`config.mk`:
```
export PLATFORM = sky130hd
export DESIGN_NAME = i2c_slave_ctrl
export DESIGN_NICKNAME = d
export VERILOG_FILES = /design/src/rtl/i2c_pkg.sv /design/src/rtl/i2c_sync_edge.sv /design/src/rtl/i2c_slave_ctrl.sv
export SDC_FILE = /design/constraint.sdc
export NUM_CORES = 1
export LEC_CHECK = 0
export ABC_AREA = 1
export ABC_CLOCK_PERIOD_IN_PS = 1250
export CORE_AREA = 8 8 79 81
export DETAILED_ROUTE_END_ITERATION = 6
export DIE_AREA = 0 0 87 89
export PLACE_DENSITY = 0.65
export SYNTH_ARGS = -nofsm -noshare
export SYNTH_HDL_FRONTEND = slang
export SYNTH_SLANG_ARGS = --single-unit
```
`constraint.sdc`:
```
create_clock -name clk -period 1.25 [get_ports clk]
set_input_delay 0.125 -clock clk [delete_from_list [all_inputs] [get_ports clk]]
set_output_delay 0.125 -clock clk [all_outputs]
set_load 0.02 [all_outputs]
```
`src/rtl/i2c_pkg.sv`:
```
// Shared types and bus constants for the I2C target controller.
package i2c_pkg;

    typedef enum logic [2:0] {
        IDLE,
        ADDR,
        ADDR_ACK,
        WR_BYTE,
        WR_ACK,
        RD_BYTE,
        RD_ACK,
        WAIT_STOP
    } state_t;

    localparam logic I2C_ACK  = 1'b0;
    localparam logic I2C_NACK = 1'b1;
    localparam logic I2C_RD   = 1'b1;
    localparam logic I2C_WR   = 1'b0;

    function automatic logic addr_match(input logic [7:0] addr_byte, input logic [6:0] own_addr);
        return addr_byte[7:1] == own_addr;
    endfunction

endpackage

```
`src/rtl/i2c_sync_edge.sv`:
```
// Multi-flop synchronizer for one asynchronous bus line plus registered-level edge strobes.
module i2c_sync_edge #(
    parameter int SYNC_STAGES = 2
) (
    input  logic clk,
    input  logic rst,
    input  logic d_i,
    output logic lvl_o,
    output logic rise_o,
    output logic fall_o
);

    logic [SYNC_STAGES-1:0] sync_q, sync_d;
    logic                   prev_q, prev_d;

    always_comb begin
        sync_d = {sync_q[SYNC_STAGES-2:0], d_i};
        prev_d = sync_q[SYNC_STAGES-1];
    end

    // Reset to the idle-high bus level so leaving reset never fakes an edge.
    always_ff @(posedge clk) begin
        if (rst) begin
            sync_q <= '1;
            prev_q <= 1'b1;
        end else begin
            sync_q <= sync_d;
            prev_q <= prev_d;
        end
    end

    assign lvl_o  = sync_q[SYNC_STAGES-1];
    assign rise_o = lvl_o & ~prev_q;
    assign fall_o = ~lvl_o & prev_q;

endmodule

```
`src/rtl/i2c_slave_ctrl.sv`:
```
// I2C target: START/STOP detect, 7-bit address match, byte write/read with a local byte side.
//  state     | meaning
//  IDLE      | bus free, waiting for START
//  ADDR      | shifting in the address/RW byte
//  ADDR_ACK  | holding ACK for our address
//  WR_BYTE   | shifting in a write data byte
//  WR_ACK    | holding ACK for a written byte
//  RD_BYTE   | driving a read data byte
//  RD_ACK    | sampling initiator ACK/NACK for a read byte
//  WAIT_STOP | not addressed or read ended, idle until START/STOP
module i2c_slave_ctrl
    import i2c_pkg::*;
#(
    parameter logic [6:0] SLAVE_ADDR  = 7'h50,
    parameter int         SYNC_STAGES = 2
) (
    input  logic       clk,
    input  logic       rst,
    input  logic       scl_i,
    input  logic       sda_i,
    output logic       sda_oe,
    output logic [7:0] rx_data,
    output logic       rx_valid,
    output logic       tx_req,
    input  logic [7:0] tx_data,
    output logic       rd_nack,
    output logic       busy
);

    logic scl_s, scl_rise, scl_fall;
    logic sda_s, sda_rise, sda_fall;
    logic start_det, stop_det;

    i2c_sync_edge #(.SYNC_STAGES(SYNC_STAGES)) u_scl (
        .clk(clk), .rst(rst), .d_i(scl_i),
        .lvl_o(scl_s), .rise_o(scl_rise), .fall_o(scl_fall)
    );

    i2c_sync_edge #(.SYNC_STAGES(SYNC_STAGES)) u_sda (
        .clk(clk), .rst(rst), .d_i(sda_i),
        .lvl_o(sda_s), .rise_o(sda_rise), .fall_o(sda_fall)
    );

    assign start_det = sda_fall & scl_s;
    assign stop_det  = sda_rise & scl_s;

    state_t     state_q, state_d;
    logic [2:0] bit_cnt_q, bit_cnt_d;
    logic       byte_done_q, byte_done_d;
    logic [7:0] rx_sr_q, rx_sr_d;
    logic [7:0] tx_sr_q, tx_sr_d;
    logic       rw_q, rw_d;
    logic       rx_pend_q, rx_pend_d;
    logic       sda_oe_q, sda_oe_d;
    logic [7:0] rx_data_q, rx_data_d;
    logic       rx_valid_q, rx_valid_d;
    logic       tx_req_q, tx_req_d;
    logic       rd_nack_q, rd_nack_d;
    logic       busy_q, busy_d;

    always_comb begin
        state_d     = state_q;
        bit_cnt_d   = bit_cnt_q;
        byte_done_d = byte_done_q;
        rx_sr_d     = rx_sr_q;
        tx_sr_d     = tx_sr_q;
        rw_d        = rw_q;
        rx_pend_d   = 1'b0;
        sda_oe_d    = sda_oe_q;
        rx_data_d   = rx_data_q;
        rx_valid_d  = 1'b0;
        tx_req_d    = 1'b0;
        rd_nack_d   = 1'b0;
        busy_d      = busy_q;

        // Read byte is taken from the local side one clk after the request.
        if (tx_req_q) tx_sr_d = tx_data;

        if (rx_pend_q) begin
            rx_data_d  = rx_sr_q;
            rx_valid_d = 1'b1;
        end

        if (start_det) begin
            state_d     = ADDR;
            bit_cnt_d   = 3'd0;
            byte_done_d = 1'b0;
            sda_oe_d    = 1'b0;
            busy_d      = 1'b1;
        end else if (stop_det) begin
            state_d     = IDLE;
            byte_done_d = 1'b0;
            sda_oe_d    = 1'b0;
            busy_d      = 1'b0;
        end else begin
            case (state_q)
                IDLE: ;
                ADDR, WR_BYTE: begin
                    if (scl_rise) begin
                        rx_sr_d   = {rx_sr_q[6:0], sda_s};
                        bit_cnt_d = bit_cnt_q + 3'd1;
                        if (bit_cnt_q == 3'd7) begin
                            byte_done_d = 1'b1;
                            rx_pend_d   = (state_q == WR_BYTE);
                        end
                    end else if (scl_fall && byte_done_q) begin
                        byte_done_d = 1'b0;
                        if (state_q == WR_BYTE) begin
                            sda_oe_d = 1'b1;
                            state_d  = WR_ACK;
                        end else if (addr_match(rx_sr_q, SLAVE_ADDR)) begin
                            sda_oe_d = 1'b1;
                            rw_d     = rx_sr_q[0];
                            tx_req_d = (rx_sr_q[0] == I2C_RD);
                            state_d  = ADDR_ACK;
                        end else begin
                            sda_oe_d = 1'b0;
                            state_d  = WAIT_STOP;
                        end
                    end
                end
                ADDR_ACK: begin
                    if (scl_fall) begin
                        bit_cnt_d = 3'd0;
                        if (rw_q == I2C_RD) begin
                            sda_oe_d = ~tx_sr_q[7];
                            state_d  = RD_BYTE;
                        end else begin
                            sda_oe_d = 1'b0;
                            state_d  = WR_BYTE;
                        end
                    end
                end
                WR_ACK: begin
                    if (scl_fall) begin
                        sda_oe_d  = 1'b0;
                        bit_cnt_d = 3'd0;
                        state_d   = WR_BYTE;
                    end
                end
                RD_BYTE: begin
                    if (scl_rise) begin
                        bit_cnt_d = bit_cnt_q + 3'd1;
                        if (bit_cnt_q == 3'd7) byte_done_d = 1'b1;
                    end else if (scl_fall) begin
                        if (byte_done_q) begin
                            byte_done_d = 1'b0;
                            sda_oe_d    = 1'b0;
                            state_d     = RD_ACK;
                        end else begin
                            sda_oe_d = ~tx_sr_q[3'd7 - bit_cnt_q];
                        end
                    end
                end
                RD_ACK: begin
                    if (scl_rise) begin
                        if (sda_s == I2C_ACK) begin
                            tx_req_d = 1'b1;
                        end else begin
                            rd_nack_d = 1'b1;
                            state_d   = WAIT_STOP;
                        end
                    end else if (scl_fall) begin
                        bit_cnt_d = 3'd0;
                        sda_oe_d  = ~tx_sr_q[7];
                        state_d   = RD_BYTE;
                    end
                end
                WAIT_STOP: sda_oe_d = 1'b0;
                default:   state_d  = IDLE;
            endcase
        end
    end

    always_ff @(posedge clk) begin
        if (rst) begin
            state_q     <= IDLE;
            bit_cnt_q   <= 3'd0;
            byte_done_q <= 1'b0;
            rx_sr_q     <= 8'h00;
            tx_sr_q     <= 8'h00;
            rw_q        <= I2C_WR;
            rx_pend_q   <= 1'b0;
            sda_oe_q    <= 1'b0;
            rx_data_q   <= 8'h00;
            rx_valid_q  <= 1'b0;
            tx_req_q    <= 1'b0;
            rd_nack_q   <= 1'b0;
            busy_q      <= 1'b0;
        end else begin
            state_q     <= state_d;
            bit_cnt_q   <= bit_cnt_d;
            byte_done_q <= byte_done_d;
            rx_sr_q     <= rx_sr_d;
            tx_sr_q     <= tx_sr_d;
            rw_q        <= rw_d;
            rx_pend_q   <= rx_pend_d;
            sda_oe_q    <= sda_oe_d;
            rx_data_q   <= rx_data_d;
            rx_valid_q  <= rx_valid_d;
            tx_req_q    <= tx_req_d;
            rd_nack_q   <= rd_nack_d;
            busy_q      <= busy_d;
        end
    end

    assign sda_oe   = sda_oe_q;
    assign rx_data  = rx_data_q;
    assign rx_valid = rx_valid_q;
    assign tx_req   = tx_req_q;
    assign rd_nack  = rd_nack_q;
    assign busy     = busy_q;

endmodule

```
==> run_results.csv <==
group,metric,value,unit
status,status,"finished with violations",
status,failed_checks,"negative setup slack",
detailed_routing,routed_wl,5240,um
placement,place_congestion,0.905,
die,initial_core_util,0.404,
clock_tree,postCtsHoldBufs,0,
setup_path,critical_path_buf_inv_count,2,
min_path,hold_class,"in -> reg",
setup_path,critPathKind,"reg -> reg",
detailed_routing,viasPerCell,4.74,
clock_tree,cts-buffers-inserted,5,
setup_path,end_kind,"flip-flop",
sta,max_freq,735,MHz
clock_tree,clk_latency,0.29,ns
detailed_routing,drt-pass1-iter-count,4,
setup_path,crit_chain,"inv_2 -> ha_4 -> inv_4 -> nand2_2 -> nand3_2 -> nand3_2 -> nor2_2 -> nand2_2 -> a21oi_2 -> nor2_1",
synth,ys_types,25,
setup_path,start_kind,"flip-flop",
die,die_y,89,um
clock_tree,cts_tree,"built",
grt,grt_antenna_before_repair,0,
grt,grt_overflow,0,
placement,dp_cells,417,
die,num_rows,26,
detailed_routing,drtAntennaViolNets,0,
layout,diodes,0,
die,die_area,0.00774,mm2
pwr,switching_share,0.353,
pwr,vdd_ir_drop_max,0.782,mV
setup_path,path_depth,10,
placement,place_ws,-0.200,ns
layout,drive_gt1_frac,0.328,
pwr,sequentialPowerShare,0.346,
sta,min_period_over_period,1.09,
grt,grt_pass1_vias,1989,
setup_path,cpLargestDelayFamily,"simple AND/OR/NAND/NOR gates",
sta,finalMaxSlewViolations,0,
sta,setup_viol_count_final,18,
synth,yosys.area.top_type,"dfxtp_1",
setup_path,r2r-start,"u_scl.prev_q",
die,num_io_pins,25,
setup_path,ff2ff_path_depth,10,
setup_path,cpPeakStageDelay,0.35,ns
clock_tree,htree_num_levels,2,
setup_path,crit_start,"u_scl.prev_q",
grt,track_usage,0.145,
synth,synth_warnings,0,
grt,grt_max_degree,21,
die,core-area,0.00498,mm2
die,dieWidth,87,um
synth,ys_seq_area_frac,0.438,
setup_path,ff2ff_setup_slack,-0.11,ns
min_path,min_path_cells,2,
synth,syn_area,0.00201,mm2
setup_path,cp_max_fo,6,
synth,ys_seq_elements,44,
synth,synth.area.top_cells,"dfxtp_1, nor2_1, nand2_1",
detailed_routing,wl_per_cell,12.2,um
sta,hold_violations,0,
synth,netlist.area_leader.share,0.438,
clock_tree,clk_pin_slew_worst_paths,0.08,ns
setup_path,r2r-end,"state_q[0]",
layout,nets,375,
pwr,p_comb_frac,0.407,
layout,syn_to_final_growth,48.7,%
setup_path,slowest_stage,"dfxtp_2",
pwr,power_leakage,0.00144,uW
sta,tightest_slew,0.238,ns
sta,fin_crit,1.36,ns
clock_tree,clk_path_buf_depth,2,
sta,setup_ws,-0.111,ns
run,cap_violations,0,
placement,portBuffers,24,
setup_path,worstPathArrival,1.55,ns
synth,syn-num-nets,301,
pwr,internal-power,3000,uW
detailed_routing,drc_errors,0,
setup_path,cp.required,1.44,ns
pwr,power_switching,1630,uW
sta,rsz0062_at_grt,"true",
synth,syn-instance-count,285,
placement,place_hpwl,3960,um
setup_path,crit_end,"state_q[0]",
clock_tree,root_buffer,"clkbuf_8",
pwr,power-per-cell-area,1550,mW/mm2
layout,finalNonFillerCells,430,
sta,hold_slack,0.391,ns
sta,maxSlewHeadroom,0.840,
sta,fin_skew,0.00345,ns
clock_tree,cts.sinks,44,
pwr,power_frac_clock,0.247,
detailed_routing,drt_iter0_drc,111,
synth,synth_area_per_cell,7.06,um2
detailed_routing,vias,2038,
grt,grt_pass1_wl,8990,um
## through the flow
stage               area, um2  power [uW]  TNS (ns)   util
CTS                      2960        4640    -0.681  0.595
floorplan                2050        2610   -0.0645      -
global placement         2690        3270     -2.01  0.540
finish                   2990        4630    -0.913  0.601
global route             2990        4930     -2.53  0.601
detailed placement       2690        3270     -2.55  0.540
## metal layers
layer  vias to the layer above  global-route usage  part of all wire
li1                       1067                   -                 -
met1                       929               0.172              0.47
met2                        36               0.260              0.49
met3                         6              0.0294             0.035
met4                         0              0.0391            0.0099
met5                         -                   0                 0
## placed cells by master, fill, tap and decap left out, drive strengths merged, types with 6 or more instances in the layout
cell type,instances
dlygate4sd2,13
a21oi,13
clkdlybuf4s50,11
nor2,66
dfxtp,44
nand3,19
nand2,55
inv,28
o21ai,31
clkbuf,6
buf,49
## kinds of logic after synthesis
group / count (synthesis) / synth area share
buffers and inverters: 34 / 0.0691
and+or+nand+nor: 157 / 0.347
AOI/OAI and AO/OA: 46 / 0.121
DFF: 44 / 0.438
adders and majority gates: 4 / 0.0249
## worst reg2reg max path, delay by kind of cell, from the launching register on
kind            cells  cell delay (ns)
compound gates      1             0.13
flops               1             0.35
simple gates        6             0.47
fa+ha+maj           1             0.19
buf+inv             2             0.12
## state kept, by name, indices dropped and copies added (netlist names)
name and cells:
rx_data 8, rx_sr_q 8, tx_sr_q 8, bit_cnt_q 3, state_q 3, u_scl.sync_q 2
u_sda.sync_q 2, busy 1, byte_done_q 1, rd_nack 1, rw_q 1, rx_pend_q 1
rx_valid 1, sda_oe 1, tx_req 1, u_scl.prev_q 1, u_sda.prev_q 1
## synthesized netlist by cell type
library cell	n
nor2_1	62
nand2_1	52
dfxtp_1	44
o21ai_0	29
inv_1	24
nand3_1	19
a21oi_1	13
clkbuf_1	4
ha_1	4
inv_2	4
nand4_1	4
or2_2	4
nand2_2	3
nand3b_1	3
nor2_2	2
nor2_4	2
nor3_1	2
nor3_2	2
o21ai_1	2
buf_4	1
buf_6	1
nor4_1	1
nor4_2	1
o211a_1	1
o211ai_2	1
## area by class of cell
type	instances	area, um2
Clock buffer	6	82.6
Clock inverter	2	38.8
Fill cell	468	1990
Inverter	28	120
Multi-Input combinational cell	207	1140
Sequential cell	44	897
Tap cell	70	87.6
Timing Repair Buffer	73	619
## how the worst min path moves through the flow
stage	start	end
2_1_floorplan	scl_i	u_scl.sync_q[0]
3_3_place_gp	u_scl.sync_q[0]	u_scl.sync_q[1]
3_5_place_dp	u_scl.sync_q[0]	u_scl.sync_q[1]
4_1_cts	scl_i	u_scl.sync_q[0]
5_1_grt	scl_i	u_scl.sync_q[0]
6_report	scl_i	u_scl.sync_q[0]
## repair_timing
item                                    CTS  global route
gates resized for setup                  60            14
pin swaps                                17            10
setup buffers                             5             0
endpoints found under the setup margin   33            20
## power groups by stage
stage | Sequential, uW | Clock, uW | Combinational (uW)
CTS | 1600 | 1180 | 1860
finish | 1600 | 1140 | 1880
global route | 1620 | 1250 | 2060
floorplan | 1570 | 0 | 1040
detailed placement | 1600 | 0 | 1670
global placement | 1590 | 0 | 1680
Note: power is estimated with default switching activity, not from simulation.
